--- src/rtl/barrel_shifter.sv ---
// Registered barrel shifter for the RV32 ALU: SRL/SLL/SRA, one-cycle latency.
// Optional SHIFTER_ROTATE_EN macro makes op_type=11 a rotate-right; otherwise it passes a through.
module barrel_shifter #(
  parameter int WIDTH   = 32,
  parameter int SHAMT_W = 5
) (
  input  logic               clk,
  input  logic               rst,
  input  logic               in_valid,
  input  logic [WIDTH-1:0]   a,
  input  logic [SHAMT_W-1:0] shamt,
  input  logic [1:0]         op_type,
  output logic               out_valid,
  output logic [WIDTH-1:0]   r
);

  typedef enum logic [1:0] {
    OpSrl = 2'b00,
    OpSll = 2'b01,
    OpSra = 2'b10,
    OpAlt = 2'b11
  } op_e;

  op_e op;
  logic is_left, is_rot, fill_bit;
  logic [WIDTH-1:0] stage_in, cur, nxt, result;
  logic [SHAMT_W-1:0] src;

  assign op = op_e'(op_type);

  always_comb begin
    is_left  = (op == OpSll);
    fill_bit = (op == OpSra) ? a[WIDTH-1] : 1'b0;
`ifdef SHIFTER_ROTATE_EN
    is_rot   = (op == OpAlt);
`else
    is_rot   = 1'b0;
`endif
  end

  // Left shifts reuse the right-shift stages on the bit-reversed operand.
  always_comb begin
    stage_in = '0;
    for (int i = 0; i < WIDTH; i++) begin
      stage_in[i] = is_left ? a[WIDTH-1-i] : a[i];
    end
  end

  // Stage k shifts right by 2^k when shamt[k] is set; wrap-in bits come from the low end.
  always_comb begin
    cur = stage_in;
    nxt = stage_in;
    src = '0;
    for (int k = 0; k < SHAMT_W; k++) begin
      nxt = cur;
      if (shamt[k]) begin
        for (int i = 0; i < WIDTH; i++) begin
          src = SHAMT_W'(i + (1 << k));
          if ((i + (1 << k)) < WIDTH || is_rot) begin
            nxt[i] = cur[src];
          end else begin
            nxt[i] = fill_bit;
          end
        end
      end
      cur = nxt;
    end
  end

  always_comb begin
    result = cur;
    if (is_left) begin
      for (int i = 0; i < WIDTH; i++) begin
        result[i] = cur[WIDTH-1-i];
      end
    end
`ifndef SHIFTER_ROTATE_EN
    if (op == OpAlt) begin
      result = a;
    end
`endif
  end

  always_ff @(posedge clk) begin
    if (rst) begin
      r         <= '0;
      out_valid <= 1'b0;
    end else begin
      out_valid <= in_valid;
      if (in_valid) begin
        r <= result;
      end
    end
  end

endmodule

--- config.mk ---
export PLATFORM = sky130hd
export DESIGN_NAME = barrel_shifter
export DESIGN_NICKNAME = d
export VERILOG_FILES = /design/src/rtl/barrel_shifter.sv
export SDC_FILE = /design/constraint.sdc
export NUM_CORES = 1
export LEC_CHECK = 0
export CAP_MARGIN = 20
export CORE_ASPECT_RATIO = 0.75
export CORE_MARGIN = 2
export CORE_UTILIZATION = 55
export CTS_CLUSTER_SIZE = 40
export DETAILED_ROUTE_END_ITERATION = 10
export PLACE_DENSITY = 0.81
export SYNTH_ARGS = -nofsm -noshare
export SYNTH_HDL_FRONTEND = slang
export SYNTH_SLANG_ARGS = --single-unit
--- constraint.sdc ---
create_clock -name clk -period 3.6 [get_ports clk]
set_clock_uncertainty 0.15 [all_clocks]
set_input_delay 0.36 -clock clk [delete_from_list [all_inputs] [get_ports clk]]
set_output_delay 0.36 -clock clk [all_outputs]
set_load 0.01 [all_outputs]
==> impl_metrics.ini, run 1 <==
[floorplan]
die-area_um2 = 8540
die_h_um = 80.5
io_pins = 75
core_area_um2 = 7470
initial_utilization = 0.575
chipWidth_um = 106
rows = 27

[critical_path]
cpMostUsedCell = nand2_1
crit_slowest_cell = a221oi_1
worstPathCellList = clkdlybuf4s50_1, nor2b_4, buf_12, buf_4, mux4_2, nand2_1, nand2_1, a221oi_1, nor3_1, or3_1
start_kind = input pin
critPathKind = input pin to flip-flop
crit_required_ns = 3.63
arrival_ns = 3.42
worstPathMaxFanout = 28
reg2regPathDepth = 3
worstSetupEndpointType = flip-flop
cpPeakStageDelay_ns = 0.64

[sta]
worst_pin_slew_ns = 1.09
min_period_ns = 3.39
setup_tns_ns = 0
maxSlewViolCount = 0
rsz0062_at_grt = false
max_freq_ghz = 0.295
finalHoldViolCount = 0
finalSetupViolations = 0
slew_headroom = 0.268
period_share = 0.942

[worst_hold_path]
holdCritPathClass = flip-flop to flip-flop
holdPathStages = 1

[routing]
drt-initial-drc-count = 827
avgRoutedWirePerCell_um = 26.6
vias = 5360
first_pass_iters = 6
drcViolationCount = 0
routed_wl_mm = 18.4
antenna_left = 0
via_per_inst = 7.78

[clocking]
cts_made_buffers = 5
post_cts_buffers = 0
htree_levels = 2
cts_hold_buf = 0
clk_latency_ns = 0.29
cts_tree = done
clockBufferDepth = 2
cts_resized = 0
clk_pin_slew_ns = 0.07
root_buffer = clkbuf_8
clkSinkCount = 33

[global_route]
first_global_vias = 4817
grt_overflow = 0
track_usage = 0.436
grt_first_pass_wirelength_mm = 28.0
grt_max_degree = 46
antenna_found_initial = 0

[job]
maxCapViolCount = 0

[place]
gp_congestion = 1.18
dpl.hpwl_mm = 13.8
io_buffer_count = 74

[synth]
ys_seq_elements = 33
synthAdderAreaFrac = 0.00233
yosysSeqAreaShare = 0.154
synthFlopType = dfxtp_1
syn-num-nets = 568
synth_top_family_by_area = multiplexers
synth_simple_gate_area_frac = 0.190
yosys-mux-area-fraction = 0.309
syn-cell-area_um2 = 4300
synth_enable_flop_cells = 0
async_reset_ff_frac = 0
syn_inst = 526
yosysWarnings = 0
synth-compound-area-share = 0.279
synth_xor_xnor_area_share = 0.00204
ys_types = 61
syn_area_per_cell_um2 = 8.17

[finish]
nFillCells = 578
nets = 629
final_layout_size_suffix_gt1_frac = 0.162
diodes = 0
fin_util = 0.713
area_growth_pct = 23.9
layout_common_cells = 74 x clkdlybuf4s50_1, 61 x nor2_1, 56 x nand2_1
final_common_cell = clkdlybuf4s50_1

[power]
p_leak_nw = 1.92
vdd_drop_max_uv = 215
p_int_w = 0.000958
p_sw_frac = 0.388
p_sw_w = 0.000608
power_frac_seq = 0.264
finalPower_w = 0.00157
pwr-share-clk = 0.236
pwr-share-comb = 0.500
cellPowerDensity_nw_per_um2 = 294

[run_status]
outcome = complete, no violations
[worst max-delay path, delay by kind of cell]
family / cells / cell delay, ns
compound gates: 1 / 0.64
buf+inv: 3 / 0.96
mux: 1 / 0.41
simple gates: 5 / 1.04
[cells by family after synthesis]
| kind of cell | count (synthesis) |
|---|---|
| adder cells (fa/ha/maj) | 1 |
| multiplexers | 79 |
| flip-flops | 33 |
| AO/OA/AOI/OAI | 174 |
| XOR/XNOR | 1 |
| AND/OR/NAND/NOR | 179 |
| buffers and inverters | 59 |
[path summary, 6_finish.rpt]
kind / startpoint / to / slack (ns)
worst max-delay path: op_type[0] / r[9] / 0.21
worst max register to register: r[4] / r[4] / 2.36
worst min register to register: r[19] / r[19] / 0.34
worst min-delay path: r[19] / r[19] / 0.34
[cell usage after synthesis, drive strengths merged (3+ instances only)]
cell type  instances  area share
o221ai             9       0.018
nor4               7       0.010
a311oi             4      0.0082
a22oi              7       0.013
o31ai              6       0.010
dfxtp             33        0.15
a22o               5       0.010
o31a               5       0.010
nor3              12       0.014
mux4              41        0.21
nand3b             3      0.0052
and2               3      0.0044
o22ai             16       0.023
inv                7      0.0061
a221oi             8       0.016
o21ai             31       0.036
o21bai             4      0.0070
a211oi             9       0.016
nor2b              5      0.0090
nor2              61       0.053
nand3             10       0.012
mux2i             30       0.073
buf               17       0.027
o211ai             6       0.010
mux2               8       0.021
a32o               4      0.0093
and3               8       0.012
nand2             56       0.049
o21a               4      0.0070
clkbuf            35       0.031
a21oi             36       0.042
a2111oi            7       0.015
nand2b             6      0.0087
[area by class of cell]
class                      instances  area, um^2  share of cell area
clock buffer                       7        86.3              0.0162
clock inverter                     1        30.0             0.00564
inverter                           7        26.3             0.00494
tap                              101         126              0.0237
multi-input combinational        434        3360               0.632
timing repair buffer             106        1030               0.194
sequential                        33         661               0.124
[through the flow]
| stage | cell area [um^2] | hold WS [ns] | instances | worst slack (ns) |
|---|---|---|---|---|
| floorplan | 4300 | 0.321 | 526 | 0.802 |
| global placement | 5200 | 0.311 | 681 | 0.0966 |
| detailed placement | 5200 | 0.328 | 681 | 0.0576 |
| CTS | 5320 | 0.340 | 689 | 0.359 |
| global route | 5320 | 0.355 | 689 | 0.235 |
| finish | 5320 | 0.336 | 689 | 0.209 |
[metal layers]
layer	share of wire	track usage	routed length, um	vias to the layer above
li1	-	-	-	2193
met1	0.36	0.576	6680	2472
met2	0.41	0.653	7440	579
met3	0.17	0.166	3200	116
met4	0.056	0.157	1040	0
met5	0	0	0	-
[power groups by stage]
stage / registers, W / clock network, W / logic (W)
2_1_floorplan: 0.000433 / 0 / 0.000427
3_3_place_gp: 0.000419 / 0 / 0.000734
3_5_place_dp: 0.000420 / 0 / 0.000741
4_1_cts: 0.000413 / 0.000369 / 0.000744
5_1_grt: 0.000416 / 0.000386 / 0.000809
6_report: 0.000413 / 0.000369 / 0.000783
[registers in the layout, indices dropped and copies added, names as in the netlist]
| signal | count |
|---|---|
| r | 32 |
| out_valid | 1 |
No activity file was read; power rests on OpenSTA's default activity.
==> inputs of run 2 (changes only) <==
--- a/config.mk
+++ b/config.mk
@@ -8,10 +8,10 @@
 export CAP_MARGIN = 20
 export CORE_ASPECT_RATIO = 0.75
 export CORE_MARGIN = 2
-export CORE_UTILIZATION = 55
+export CORE_UTILIZATION = 40
 export CTS_CLUSTER_SIZE = 40
 export DETAILED_ROUTE_END_ITERATION = 10
-export PLACE_DENSITY = 0.81
+export PLACE_DENSITY = 0.61
 export SYNTH_ARGS = -nofsm -noshare
 export SYNTH_HDL_FRONTEND = slang
 export SYNTH_SLANG_ARGS = --single-unit
==> run 2 against run 1 <==
Against the previous run:
- hold slack got worse by 0.034 ns
- global-route usage shrank 8.4 points
- largest power group unchanged
- final cell count rose by 6.2%
- first-iteration DRC count is 6.7% lower
- setup slack better by 0.18 ns
- combinational power rose by 2.6%
- non-clock buffer count rose by 8
- critical path depth down 2
- highest routed layer unchanged
- critical path type unchanged
- sequential share of layout area decreased by 0.29 points
- register-to-register slack about the same
==> impl_metrics.ini, run 2 (synthesized netlist as in run 1, its figures left out) <==
[sta]
maxSlewViolCount = 0
setup_tns_ns = 0
finalWorstSetupSlack_ns = 0.388
rsz0062_at_grt = false
min_period_ns = 3.21
max_freq_ghz = 0.311
worst_pin_slew_ns = 0.815
slew_headroom = 0.453
whs_ns = 0.303
finalHoldViolCount = 0
finalSetupViolations = 0
period_share = 0.892

[critical_path]
path_delay_family = multiplexers
start_kind = input pin
reg2reg_to = r[4]
worstSetupEndpointType = flip-flop
crit_slowest_cell = mux4_2
crit_buf_inv = 2
arrival_ns = 3.22
cpMostUsedCell = mux4_2
regToRegStartpoint = r[4]
worstPathMaxFanout = 19
crit_required_ns = 3.61
worstPathCellList = clkdlybuf4s50_1, nor2b_4, buf_12, mux4_2, mux4_2, a221oi_1, nor3_1, or3_1
cpPeakStageDelay_ns = 0.62
reg2regPathDepth = 3
critPathKind = input pin to flip-flop
rrSetupSlack_ns = 2.36

[power]
vdd_drop_max_uv = 264
cellPowerDensity_nw_per_um2 = 299
finalPower_w = 0.00163
p_leak_nw = 1.97

[global_route]
grt_overflow = 0
top_usage_layer = met2
grt_first_pass_wirelength_mm = 29.7
grt_max_degree = 37
gr-usage-met2 = 0.523
first_global_vias = 4769
antenna_found_initial = 0
track_usage = 0.352
grt.met1_usage = 0.490
met3_usage = 0.0983

[floorplan]
io_pins = 75
core_area_um2 = 10400
die_h_um = 93.7
initial_utilization = 0.414
die-area_um2 = 11600
chipWidth_um = 124
rows = 32

[routing]
routed_wl_mm = 19.7
via_per_inst = 6.98
vias = 5112
first_pass_iters = 5
avgRoutedWirePerCell_um = 26.9
drt-initial-drc-count = 772
drcViolationCount = 0
antenna_left = 0

[place]
place_ws_ns = 0.132
placed_area_um2 = 5300
dpl.hpwl_mm = 15.5
gp_congestion = 0.995
io_buffer_count = 74

[clocking]
clk_latency_ns = 0.28
clk_pin_slew_ns = 0.05
post_cts_buffers = 0
cts_hold_buf = 0
root_buffer = clkbuf_16
cts_tree = done
cts_resized = 0
clockBufferDepth = 2
clkSinkCount = 33
cts_made_buffers = 5
htree_levels = 2

[finish]
final_layout_size_suffix_gt1_frac = 0.176
stdcell_area_um2 = 5450
layout_common_cells = 73 x clkdlybuf4s50_1, 61 x nor2_1, 56 x nand2_1
multi_input_area_um2 = 3360
seq_area_um2 = 661
final_common_cell = clkdlybuf4s50_1
reg.largest.list = r: 32 flops, out_valid: 1 flops
area_growth_pct = 26.8
regMostFlops = r
nFillCells = 967
largest_reg_flops = 32
diodes = 0
nets = 637

[worst_hold_path]
min_to = r[13]
hold_start = r[13]
holdPathStages = 2
holdCritPathClass = flip-flop to flip-flop

[run_status]
outcome = complete, no violations

[job]
maxCapViolCount = 0
run 2: layer usage:
metal / up-vias / wire, um
li1: 2211 / -
met1: 2461 / 7870
met2: 377 / 8500
met3: 63 / 2580
met4: 0 / 765
met5: - / 0
run 2: worst min-delay path: cells and delay by family (launching register included):
kind	cells	cell delay, ns
DFF	1	0.30
and+or+nand+nor	1	0.05
AOI/OAI and AO/OA	1	0.05
run 2: power breakdown:
part | total [W] | switching (W) | internal [W]
logic | 0.000803 | 0.000457 | 0.000346
registers | 0.000412 | 0.0000159 | 0.000397
clock network | 0.000411 | 0.000158 | 0.000253
run 2: layout make-up:
cell class                 count  area share
tap                          136      0.0312
timing repair buffer         114       0.199
clock buffer                   5      0.0230
clock inverter                 3     0.00322
inverter                       7     0.00482
multi-input combinational    434       0.617
sequential                    33       0.121
run 2: metrics by stage:
| stage | util | instances |
|---|---|---|
| 2_1_floorplan | - | 526 |
| 3_3_place_gp | 0.511 | 724 |
| 3_5_place_dp | 0.511 | 724 |
| 4_1_cts | 0.525 | 732 |
| 5_1_grt | 0.525 | 732 |
| 6_report | 0.525 | 732 |
run 2: worst max path at each step:
stage / end / depth (start not counted) / from / slack, ns
floorplan: r[17] / 10 / op_type[1] / 0.80
global placement: r[17] / 9 / op_type[0] / 0.12
detailed placement: r[17] / 9 / op_type[0] / 0.13
CTS: r[17] / 9 / op_type[0] / 0.42
global route: r[17] / 9 / op_type[0] / 0.20
finish: r[9] / 8 / op_type[0] / 0.39
